**src/rtl/button_conditioner.sv**
```systemverilog
// Button input stage: synchronises and debounces the active-low board buttons.
// It presents active-high levels and sticky press/release flags to the CPU.
module button_conditioner #(
  parameter int WIDTH          = 8,
  parameter int TICK_DIV       = 27000,
  parameter int DEBOUNCE_TICKS = 5
) (
  input  logic             clk,
  input  logic             n_reset,
  input  logic [WIDTH-1:0] n_btn,
  input  logic [WIDTH-1:0] clear_mask,
  output logic [WIDTH-1:0] buttons,
  output logic [WIDTH-1:0] pressed,
  output logic [WIDTH-1:0] released,
  output logic             any_pressed,
  output logic             tick
);

  localparam int DW = (TICK_DIV > 1) ? $clog2(TICK_DIV) : 1;
  localparam int CW = $clog2(DEBOUNCE_TICKS + 1);
  localparam logic [DW-1:0] DIV_LAST = DW'(TICK_DIV - 1);
  localparam logic [CW-1:0] CNT_LAST = CW'(DEBOUNCE_TICKS - 1);

  logic [WIDTH-1:0] sync1;
  logic [WIDTH-1:0] sync2;
  logic [WIDTH-1:0] lvl;
  logic [WIDTH-1:0] btn_next;
  logic [WIDTH-1:0] rise;
  logic [WIDTH-1:0] fall;
  logic [DW-1:0]    div;
  logic [CW-1:0]    cnt      [WIDTH];
  logic [CW-1:0]    cnt_next [WIDTH];

  assign lvl         = ~sync2;
  assign any_pressed = |pressed;
  assign rise        = btn_next & ~buttons;
  assign fall        = ~btn_next & buttons;

  // Any agreeing cycle restarts the count, so a single bounce defers acceptance.
  always_comb begin
    btn_next = buttons;
    for (int i = 0; i < WIDTH; i++) begin
      cnt_next[i] = '0;
      if (lvl[i] != buttons[i]) begin
        cnt_next[i] = cnt[i];
        if (tick) begin
          if (cnt[i] == CNT_LAST) begin
            btn_next[i] = lvl[i];
            cnt_next[i] = '0;
          end else begin
            cnt_next[i] = cnt[i] + CW'(1);
          end
        end
      end
    end
  end

  always_ff @(posedge clk or negedge n_reset) begin
    if (!n_reset) begin
      sync1    <= '1;
      sync2    <= '1;
      div      <= '0;
      tick     <= 1'b0;
      buttons  <= '0;
      pressed  <= '0;
      released <= '0;
      for (int i = 0; i < WIDTH; i++) begin
        cnt[i] <= '0;
      end
    end else begin
      sync1    <= n_btn;
      sync2    <= sync1;
      div      <= (div == DIV_LAST) ? '0 : div + DW'(1);
      tick     <= (div == DIV_LAST);
      buttons  <= btn_next;
      // A set on the same edge as a clear wins.
      pressed  <= (pressed & ~clear_mask) | rise;
      released <= (released & ~clear_mask) | fall;
      for (int i = 0; i < WIDTH; i++) begin
        cnt[i] <= cnt_next[i];
      end
    end
  end

endmodule

```
**config.mk**
```make
export PLATFORM = sky130hd
export DESIGN_NAME = button_conditioner
export DESIGN_NICKNAME = d
export VERILOG_FILES = /design/src/rtl/button_conditioner.sv
export SDC_FILE = /design/constraint.sdc
export NUM_CORES = 1
export LEC_CHECK = 0
export ABC_CLOCK_PERIOD_IN_PS = 1600
export CAP_MARGIN = 20
export CORE_MARGIN = 3
export CORE_UTILIZATION = 52
export CTS_BUF_LIST = sky130_fd_sc_hd__clkbuf_8
export DETAILED_ROUTE_END_ITERATION = 7
export PLACE_DENSITY = 0.85
export SLEW_MARGIN = 10
export SYNTH_ARGS = -nofsm -noshare
export SYNTH_HDL_FRONTEND = slang
export SYNTH_SLANG_ARGS = --single-unit
export TNS_END_PERCENT = 30
```
**constraint.sdc**
```tcl
create_clock -name clk -period 1.6 [get_ports clk]
set_input_delay 0.4 -clock clk [delete_from_list [all_inputs] [get_ports clk]]
set_output_delay 0.4 -clock clk [all_outputs]
set_load 0.02 [all_outputs]
```
# Word level (Yosys, flattened, before mapping)
# Cells that the tools add are included.
[word_totals]
romBits = 0
ff_bits = 80
latchBits = 0
ramBits = 0
mem_count = 0
input_bits = 18
[op_classes]
muxes = 49
n_mul = 0
addsub = 9
n_div = 0
n_reduce_logical = 1
shift = 0
n_eq_ne = 25
bitwise = 10
order_cmp = 0
[op_table]
columns = ["operator", "n"]
rows = [
  ["3-bit 2-to-1 mux", 24],
  ["8-bit AND", 4],
  ["8-bit NOT", 4],
  ["3-bit by 1-bit adder with 3-bit output (second input constant)", 8],
  ["3-bit equality test (second input constant)", 8],
  ["1-bit 2-to-1 mux", 24],
  ["2-bit inequality test (second input constant)", 8],
  ["8-bit OR", 2],
  ["15-bit by 1-bit adder with 15-bit output (second input constant)", 1],
  ["15-bit equality test (second input constant)", 1],
  ["15-bit 2-to-1 mux", 1],
  ["1-bit inequality test", 8],
  ["8-bit OR reduction", 1],
]

# Longest topological paths before layout
# Gate-level depths: netlist of run 1.
[depth]
word_depth = 7
depth_mapped = 6

# Least setup slack after synthesis of run 1
# No wires, ideal clock.
[synth_timing]
kind = "register to register"
startpoint = "register div[0]"
endpoint = "register div[14]"
path_stages_with_launch = 6
setup_ns = 0.120
path_slack_ns = 0.028
required_time_ns = 1.480
t_arrival_ns = 1.452
synth_period_minus_slack_ns = 1.572
path_cell_list = "dfrtp_1 ha_1 and4_4 or4b_1 xor2_1 nor2_2"
[synth_via]
elab_chain_cells = 2
[synth_rtl]
columns = ["element", "line", "source"]
rows = [
  ["start: declaration", "30", "logic [DW-1:0] div;"],
  ["start signal: assignment", "73", "div <= (div == DIV_LAST) ? '0 : div + DW'(1);"],
  ["15-bit by 1-bit adder with 15-bit output / 15-bit equality test (equally long branches)", "73", ""],
  ["15-bit 2-to-1 mux (*)", "73", ""],
]
# Every way passes the cells marked *; elsewhere a longest branch is shown, timed or not.
# A chain may end at the register's enable or synchronous reset.

# Worst setup path in the final report of run 1
[layout_timing]
startpoint = "register pressed[5]"
endpoint = "output port any_pressed"
[layout_via]
elab_chain_cells = 1
[layout_rtl]
columns = ["element", "line", "source"]
rows = [
  ["start: declaration", "13", "output logic [WIDTH-1:0] pressed,"],
  ["start signal: assignment", "77", "pressed <= (pressed & ~clear_mask) | rise;"],
  ["8-bit OR reduction", "35", "assign any_pressed = |pressed;"],
  ["end: declaration", "15", "output logic any_pressed,"],
]
# Every way passes these cells.

==> results.env, run 1 <==
GRT_ANTENNA_BEFORE_REPAIR=0
ASYNC_RESET_FF_SHARE_PCT=100
DRT_FIRST_PASS_ITERS=4
FF2FF_PATH_DEPTH=7
SYNTH_COMMON_CELLS='dfrtp_1, nand2_1, nor2_1'
MAX_FREQ_MHz=554
FINAL_HOLD_VIOL_COUNT=0
CRITICAL_PATH.MAX_STAGE_DELAY_PS=390
SETUP-TNS-FINAL_PS=-324
FINALHOLDWORSTSLACK_PS=348
LAYOUT-AREA-OVERHEAD-VS-SYNTH_PCT=25.2
GRTUSAGETOTAL_PCT=18.8
IO_BUFFER_COUNT=43
POSTLAYOUTSETUPSLACKWORST_PS=-204
HTREEDEPTH=3
ROOT_BUFFER='clkbuf_8'
SYN_AREA_PER_CELL_UM2=10.6
MIN_PATH_TYPE='register to register'
PLACEABLECOREAREA_UM2=6420
GRT_SETUP_UNREPAIRED='true'
CLOCK_PATH_BUFFERS=2
YS_FF_LATCH=80
SYNTH_ENABLE_FLOP_CELLS=0
POWER_PER_CELL_AREA_nW_PER_UM2=844
GLOBAL_ROUTE_WIRE_LENGTH_BEFORE_REPAIR_UM=11100
DETAILEDPLACE.WORSTSLACK_PS=-297
RUN_STATUS='finished, violations left'
GR-TOTAL-OVERFLOW=0
DP_HPWL_UM=4690
SYNTH-SEQ-AREA-SHARE_PCT=58.0
STARTPOINT_OF_THE_MOST_CRITICAL_HOLD_PATH='sync1[4]$_DFF_PN1_'
YOSYSWARNINGS=0
CRIT_BUF_INV=2
WORSTREG2REGSTART='div[0]$_DFF_PN0_'
VIOLATIONS_IN_THE_FINAL_REPORTS='setup timing'
POST_ROUTE_CELLS_DRIVE_ABOVE_1_SHARE_PCT=17.8
NETS=434
WORSTHOLDPATHCELLS=0
CTS-BUFFERS-INSERTED=9
LAYOUT_WORST_PATH_CYCLE_SHARE_PCT=113
FIN_WORST_SKEW_PS=8.34
SYNTH.MOST_COMMON_CELL='dfrtp_1'
TIMING.CRITICAL_PATH.CELLS='nor4_2, buf_4, nand2_2, buf_6'
POSTROUTEANTENNANETS=0
TIMING.CRITICAL_PATH.MAX_DELAY_FAMILY='flip-flops'
CLKSINKCOUNT=80
MAPPEDNETLISTNETS=365
MAXIMUM_CAPACITANCE_VIOLATIONS=0
NUMBER_OF_PLACEMENT_ROWS=29
POST_SYNTH_INST_COUNT=330
FLOORPLAN.INITIALDENSITY_PCT=54.3
SYNTHDOMINANTAREACELLTYPE='dfrtp_1'
WORST_R2R_ENDPOINT='div[11]$_DFF_PN0_'
GP_ROUTABILITY_CONGESTION=0.835
VIA_COUNT_OF_THE_FIRST_GLOBAL_ROUTING_PASS=2516
FLOORPLAN.DIE_AREA_UM2=7720
SYNTHESIS.AREA_UM2=3480
SYNTH_AREA_LEADERS='dfrtp_1, dfstp_2, ha_1'
CRIT_SLOWEST_CELL='dfrtp_1'
DESIGN.PORTCOUNT=44
CTS_TREE='built'
SLEW_HEADROOM_PCT=75.1
CRIT_ARRIVAL_PS=1400
DETAILROUTE.VIA_COUNT=2528
POST_DRT_WL_PER_CELL_UM=14.0
TIGHTEST_SLEW_PS=370
DRC=0
FINALCRITICALPERIOD_PS=1800
WORST_SETUP_PATH_START_KIND='register'
AVGVIACOUNTPERCELL=5.26
FINAL-MAX-SLEW-VIOLATION-COUNT=0
ENDPOINTS_FAILING_SETUP=8
CRITICAL_PATH.ENDPOINT_TYPE='primary output'
WORSTSKEWPAIRLATENCY_PS=350
VDD_DROP_MAX_mV=0.534
POST-SYNTH-TOP-AREA-FRACTION_PCT=46.0
DIE_WIDTH_UM=87.9
ANTENNADIODECOUNT=0
WORST_HOLD_PATH.ENDPOINT='sync2[4]$_DFF_PN1_'
P_LEAK_nW=2.00
WORSTPATHMAXFANOUT=2
DIEHEIGHT_UM=87.9
YOSYS_MOST_USED_DFF='dfrtp_1'
DRT-INITIAL-DRC-COUNT=134
RRSETUPSLACK_PS=-70
WORST_EP_REQUIRED_TIME_PS=1200
TIMING.SETUP.CRITICAL_PATH_CLASS='register to primary output'
POST_SYNTH_NUM_CELL_TYPES=28
GRT_START_MAX_NET_PINS=49
FINALPOWER_mW=3.68
TOTAL_WIRE_LENGTH_UM=6750
WORST_SETUP_HOLD_PATH_CLK_SLEW_PS=80
## what timing repair did
action                                  in CTS  in global routing
hold endpoints to repair                    15                  0
setup buffers                                0                  4
gates resized for setup                     41                 12
hold buffers                                 1                  0
endpoints found under the setup margin      28                 17
pin swaps                                    1                  4
## cells by family (layout without fill, tap and decap cells)
family | after synthesis | in the layout | synth area share [%]
flip-flops | 80 | 80 | 58.0
AO/OA/AOI/OAI | 47 | 47 | 7.90
AND/OR/NAND/NOR | 114 | 114 | 15.0
buffers and inverters | 40 | 114 | 4.42
multiplexers | 12 | 12 | 3.55
XOR/XNOR | 20 | 20 | 5.03
adder cells (fa/ha/maj) | 17 | 17 | 6.10
## registers in the layout (all words and copies together) (netlist names)
signal	count
tick	1
sync1	8
div	15
buttons	8
released	8
sync2	8
pressed	8
cnt	24
## cell usage in the layout (no fill, tap or decap), types with 2 or more instances in the layout
cell type        instances
clkinv_4                 3
clkbuf_8                10
dfrtp_1                 64
mux2i_1                  9
xnor2_1                  5
o22ai_1                  8
clkdlybuf4s50_1         16
and3_1                   2
xor2_1                  14
mux2_2                   3
nand2_1                 35
clkbuf_2                 7
nor2_1                  36
nor4_2                   2
ha_1                    16
o32ai_1                  8
a21oi_1                 15
buf_12                   3
buf_4                   17
dlygate4sd2_1           17
o21ai_0                 16
dfstp_2                 16
nand4_1                  3
nand2b_1                 6
nand4b_1                 2
nor4_1                   2
buf_6                    2
nand3_1                 19
inv_1                   34
## power by group
part / switching, mW / leakage (nW) / total [mW] / internal (mW)
clock network: 0.730 / 0.102 / 1.50 / 0.768
logic: 0.0581 / 0.848 / 0.111 / 0.0526
registers: 0.0156 / 1.05 / 2.07 / 2.06
total: 0.803 / 2.00 / 3.68 / 2.88
## worst register-to-register path, cell delays in order (launching register included)
cell and delay, ps:
dfrtp_1 380, ha_2 200, buf_6 90, nand4b_1 150, nor4_2 400, buf_4 180, nand2b_1 100, mux2i_1 70
## area by class of cell
cell class                      count  area, um^2
Clock buffer                       10         138
Clock inverter                      6        68.8
Fill cell                         480        2060
Inverter                           34         128
Multi-Input combinational cell    210        1340
Sequential cell                    80        2020
Tap cell                           77        96.3
Timing Repair Buffer               64         574
## worst max path at each step
stage,start,endpoint,slack (ps),depth (start not counted)
3_3_place_gp,pressed[6]$_DFF_PN0_,any_pressed,-220,4
6_report,pressed[5]$_DFF_PN0_,any_pressed,-200,4
5_1_grt,pressed[5]$_DFF_PN0_,any_pressed,-300,4
2_1_floorplan,div[0]$_DFF_PN0_,div[14]$_DFF_PN0_,30,5
4_1_cts,pressed[4]$_DFF_PN0_,any_pressed,-250,4
3_5_place_dp,pressed[6]$_DFF_PN0_,any_pressed,-300,4
## metrics by stage
stage                     std cells  utilization, %  area, um^2
after CTS                       477            67.9        4360
after global routing            481            68.0        4360
after floorplan                 330               -        3480
after global placement          460            64.5        4140
after detailed placement        460            64.5        4140
final                           481            68.0        4360
## layer usage
layer  up-vias  wire length, um  part of all wire (%)  track usage (%)
li1       1239                -                     -                -
met1      1224             2900                    43             21.6
met2        52             3410                    51             32.8
met3        13              299                   4.4             6.49
met4         0              134                   2.0             6.56
met5         -                0                     0                0
Power figures use the tool's default switching activity.
==> run 2: changes to the inputs <==
--- a/config.mk
+++ b/config.mk
@@ -8,10 +8,11 @@
 export ABC_CLOCK_PERIOD_IN_PS = 1600
 export CAP_MARGIN = 20
 export CORE_MARGIN = 3
-export CORE_UTILIZATION = 52
+export CORE_UTILIZATION = 59
 export CTS_BUF_LIST = sky130_fd_sc_hd__clkbuf_8
 export DETAILED_ROUTE_END_ITERATION = 7
-export PLACE_DENSITY = 0.85
+export DONT_BUFFER_PORTS = 1
+export PLACE_DENSITY = 0.84
 export SLEW_MARGIN = 10
 export SYNTH_ARGS = -nofsm -noshare
 export SYNTH_HDL_FRONTEND = slang
==> results.env, run 2 (synthesized netlist as in run 1, its figures left out) <==
RUN_STATUS='finished, violations left'
VIOLATIONS_IN_THE_FINAL_REPORTS='hold timing, setup timing'
WORSTPATHMAXFANOUT=2
FLOORPLAN.INITIALDENSITY_PCT=62.1
CTS-BUFFERS-INSERTED=9
GRT_SETUP_UNREPAIRED='true'
FINAL_CELLS=425
ROOT_BUFFER='clkbuf_8'
LARGEST_REGISTERS='cnt x24, div x15'
PLACED_AREA_UM2=3670
HTREEDEPTH=3
TOTAL_WIRE_LENGTH_UM=5970
POST_ROUTE_CELLS_DRIVE_ABOVE_1_SHARE_PCT=15.3
POSTLAYOUTSETUPSLACKWORST_PS=-108
AVGVIACOUNTPERCELL=5.53
POWER_PER_CELL_AREA_nW_PER_UM2=897
GRTUSAGETOTAL_PCT=18.3
WORST_SETUP_HOLD_PATH_CLK_SLEW_PS=80
REGISTERS.TOP_BY_FF_COUNT='cnt'
FINAL_HOLD_VIOL_COUNT=80
POST_DRT_WL_PER_CELL_UM=14.0
PLACE_INST=410
PLACEABLECOREAREA_UM2=5610
NFILLCELLS=407
SLEW_HEADROOM_PCT=75.7
CLKSINKCOUNT=80
DRT-INITIAL-DRC-COUNT=167
WORST_SETUP_PATH_START_KIND='register'
LAYOUT-AREA-OVERHEAD-VS-SYNTH_PCT=11.8
GR-TOTAL-OVERFLOW=0
DRC=0
MOSTFREQUENTLAYOUTCELLS='dfrtp_1, inv_1, nor2_1'
FLOORPLAN.DIE_AREA_UM2=6860
MAXIMUM_CAPACITANCE_VIOLATIONS=0
ANTENNADIODECOUNT=0
LAYOUT_WORST_PATH_CYCLE_SHARE_PCT=107
NUMBER_OF_PLACEMENT_ROWS=27
DESIGN.PORTCOUNT=44
VDD_DROP_MAX_mV=0.627
FINAL_CELL_AREA_UM2=3900
P_LEAK_nW=1.71
TIMING.CRITICAL_PATH.CELLS='nor4_4, nand2_2'
DP_HPWL_UM=4150
TIGHTEST_SLEW_PS=364
SETUP-TNS-FINAL_PS=-116
LARGEST_REGISTER_FF_COUNT=24
FINALHOLDWORSTSLACK_PS=-257
DETAILEDPLACE.WORSTSLACK_PS=-30.3
GRT_ANTENNA_BEFORE_REPAIR=0
CLOCK_PATH_BUFFERS=2
LAYOUT_COMMONEST_CELL='dfrtp_1'
TIMING.SETUP.CRITICAL_PATH_CLASS='register to primary output'
CRIT_ARRIVAL_PS=1310
FF2FF_PATH_DEPTH=5
MULTI_INPUT_AREA_UM2=1350
LAYOUT.AREA.SEQ_UM2=2020
MIN_PATH_TYPE='input pin to async pin'
GRT_START_MAX_NET_PINS=81
FIN_WORST_SKEW_PS=10.7
ENDPOINTS_FAILING_SETUP=2
CRIT_SLOWEST_CELL='dfrtp_1'
IO_BUFFER_COUNT=0
MAX_FREQ_MHz=586
DETAILROUTE.VIA_COUNT=2349
CTS_TREE='built'
VIA_COUNT_OF_THE_FIRST_GLOBAL_ROUTING_PASS=2242
CRITICAL_PATH.MAX_STAGE_DELAY_PS=420
FINALCRITICALPERIOD_PS=1710
WORST_EP_REQUIRED_TIME_PS=1200
DRT_FIRST_PASS_ITERS=5
DIEHEIGHT_UM=82.9
WORSTSKEWPAIRLATENCY_PS=340
GP_ROUTABILITY_CONGESTION=0.797
DIE_WIDTH_UM=82.9
FINAL-MAX-SLEW-VIOLATION-COUNT=0
GLOBAL_ROUTE_WIRE_LENGTH_BEFORE_REPAIR_UM=10100
POSTROUTEANTENNANETS=0
CRITICAL_PATH.ENDPOINT_TYPE='primary output'
NETS=384
[run 2: path summary, 6_finish.rpt]
path / from / endpoint / slack (ps)
worst max-delay path: pressed[6]$_DFF_PN0_ / any_pressed / -110
worst min-delay path: n_reset / buttons[3]$_DFF_PN0_ / -260
worst max register to register: div[0]$_DFF_PN0_ / div[14]$_DFF_PN0_ / -10
worst min register to register: sync1[1]$_DFF_PN1_ / sync2[1]$_DFF_PN1_ / 350
max in group asynchronous: n_reset / sync1[1]$_DFF_PN1_ / 1650
min in group clk: n_btn[3] / sync1[3]$_DFF_PN1_ / 50
[run 2: power by group]
group          internal [mW]  switching (mW)
Clock                  0.744           0.663
Sequential              2.06          0.0145
Combinational        0.00554         0.00908
Total                   2.81           0.686
[run 2: layer usage]
metal,vias to the layer above,part of all wire (%),routed length [um],global-route usage (%)
met4,0,2.4,143,9.81
met3,11,4.9,290,5.16
met2,60,47,2800,27.9
met5,-,0,0,0
met1,1135,46,2730,23.7
li1,1143,-,-,-
[run 2: per-stage QoR]
stage / power [mW] / utilization, %
2_1_floorplan: 2.12 / -
5_1_grt: 3.63 / 69.5
4_1_cts: 3.53 / 69.2
3_5_place_dp: 2.13 / 65.4
3_3_place_gp: 2.13 / 65.4
6_report: 3.49 / 69.5
[run 2: what timing repair did]
action                                  in CTS  in global routing
pin swaps                                    0                  1
gates cloned                                 0                  0
endpoints found under the setup margin      11                 12
buffers inserted                             0                  0
resized for setup                            4                  3
hold endpoints to repair                    80                 80
[run 2: layout make-up]
type	instances	area share, %
flip-flops and latches	80	51.9
multi-input cells	210	34.6
clock inverters	5	1.32
inverters	34	3.27
clock buffers	10	3.53
repair buffers	14	3.02
well taps	72	2.31
[run 2: critical path: cells and delay by family, from the launching register on]
kind | cells | cell delay [ps]
flops | 1 | 420
simple gates | 2 | 540
==> run 3: changes to the inputs <==
--- a/config.mk
+++ b/config.mk
@@ -13,6 +13,7 @@
 export DETAILED_ROUTE_END_ITERATION = 7
 export DONT_BUFFER_PORTS = 1
 export PLACE_DENSITY = 0.84
+export RECOVER_POWER = 50
 export SLEW_MARGIN = 10
 export SYNTH_ARGS = -nofsm -noshare
 export SYNTH_HDL_FRONTEND = slang
==> results of run 3 <==
Final layout, timing and power as in run 2 (identical DEF).
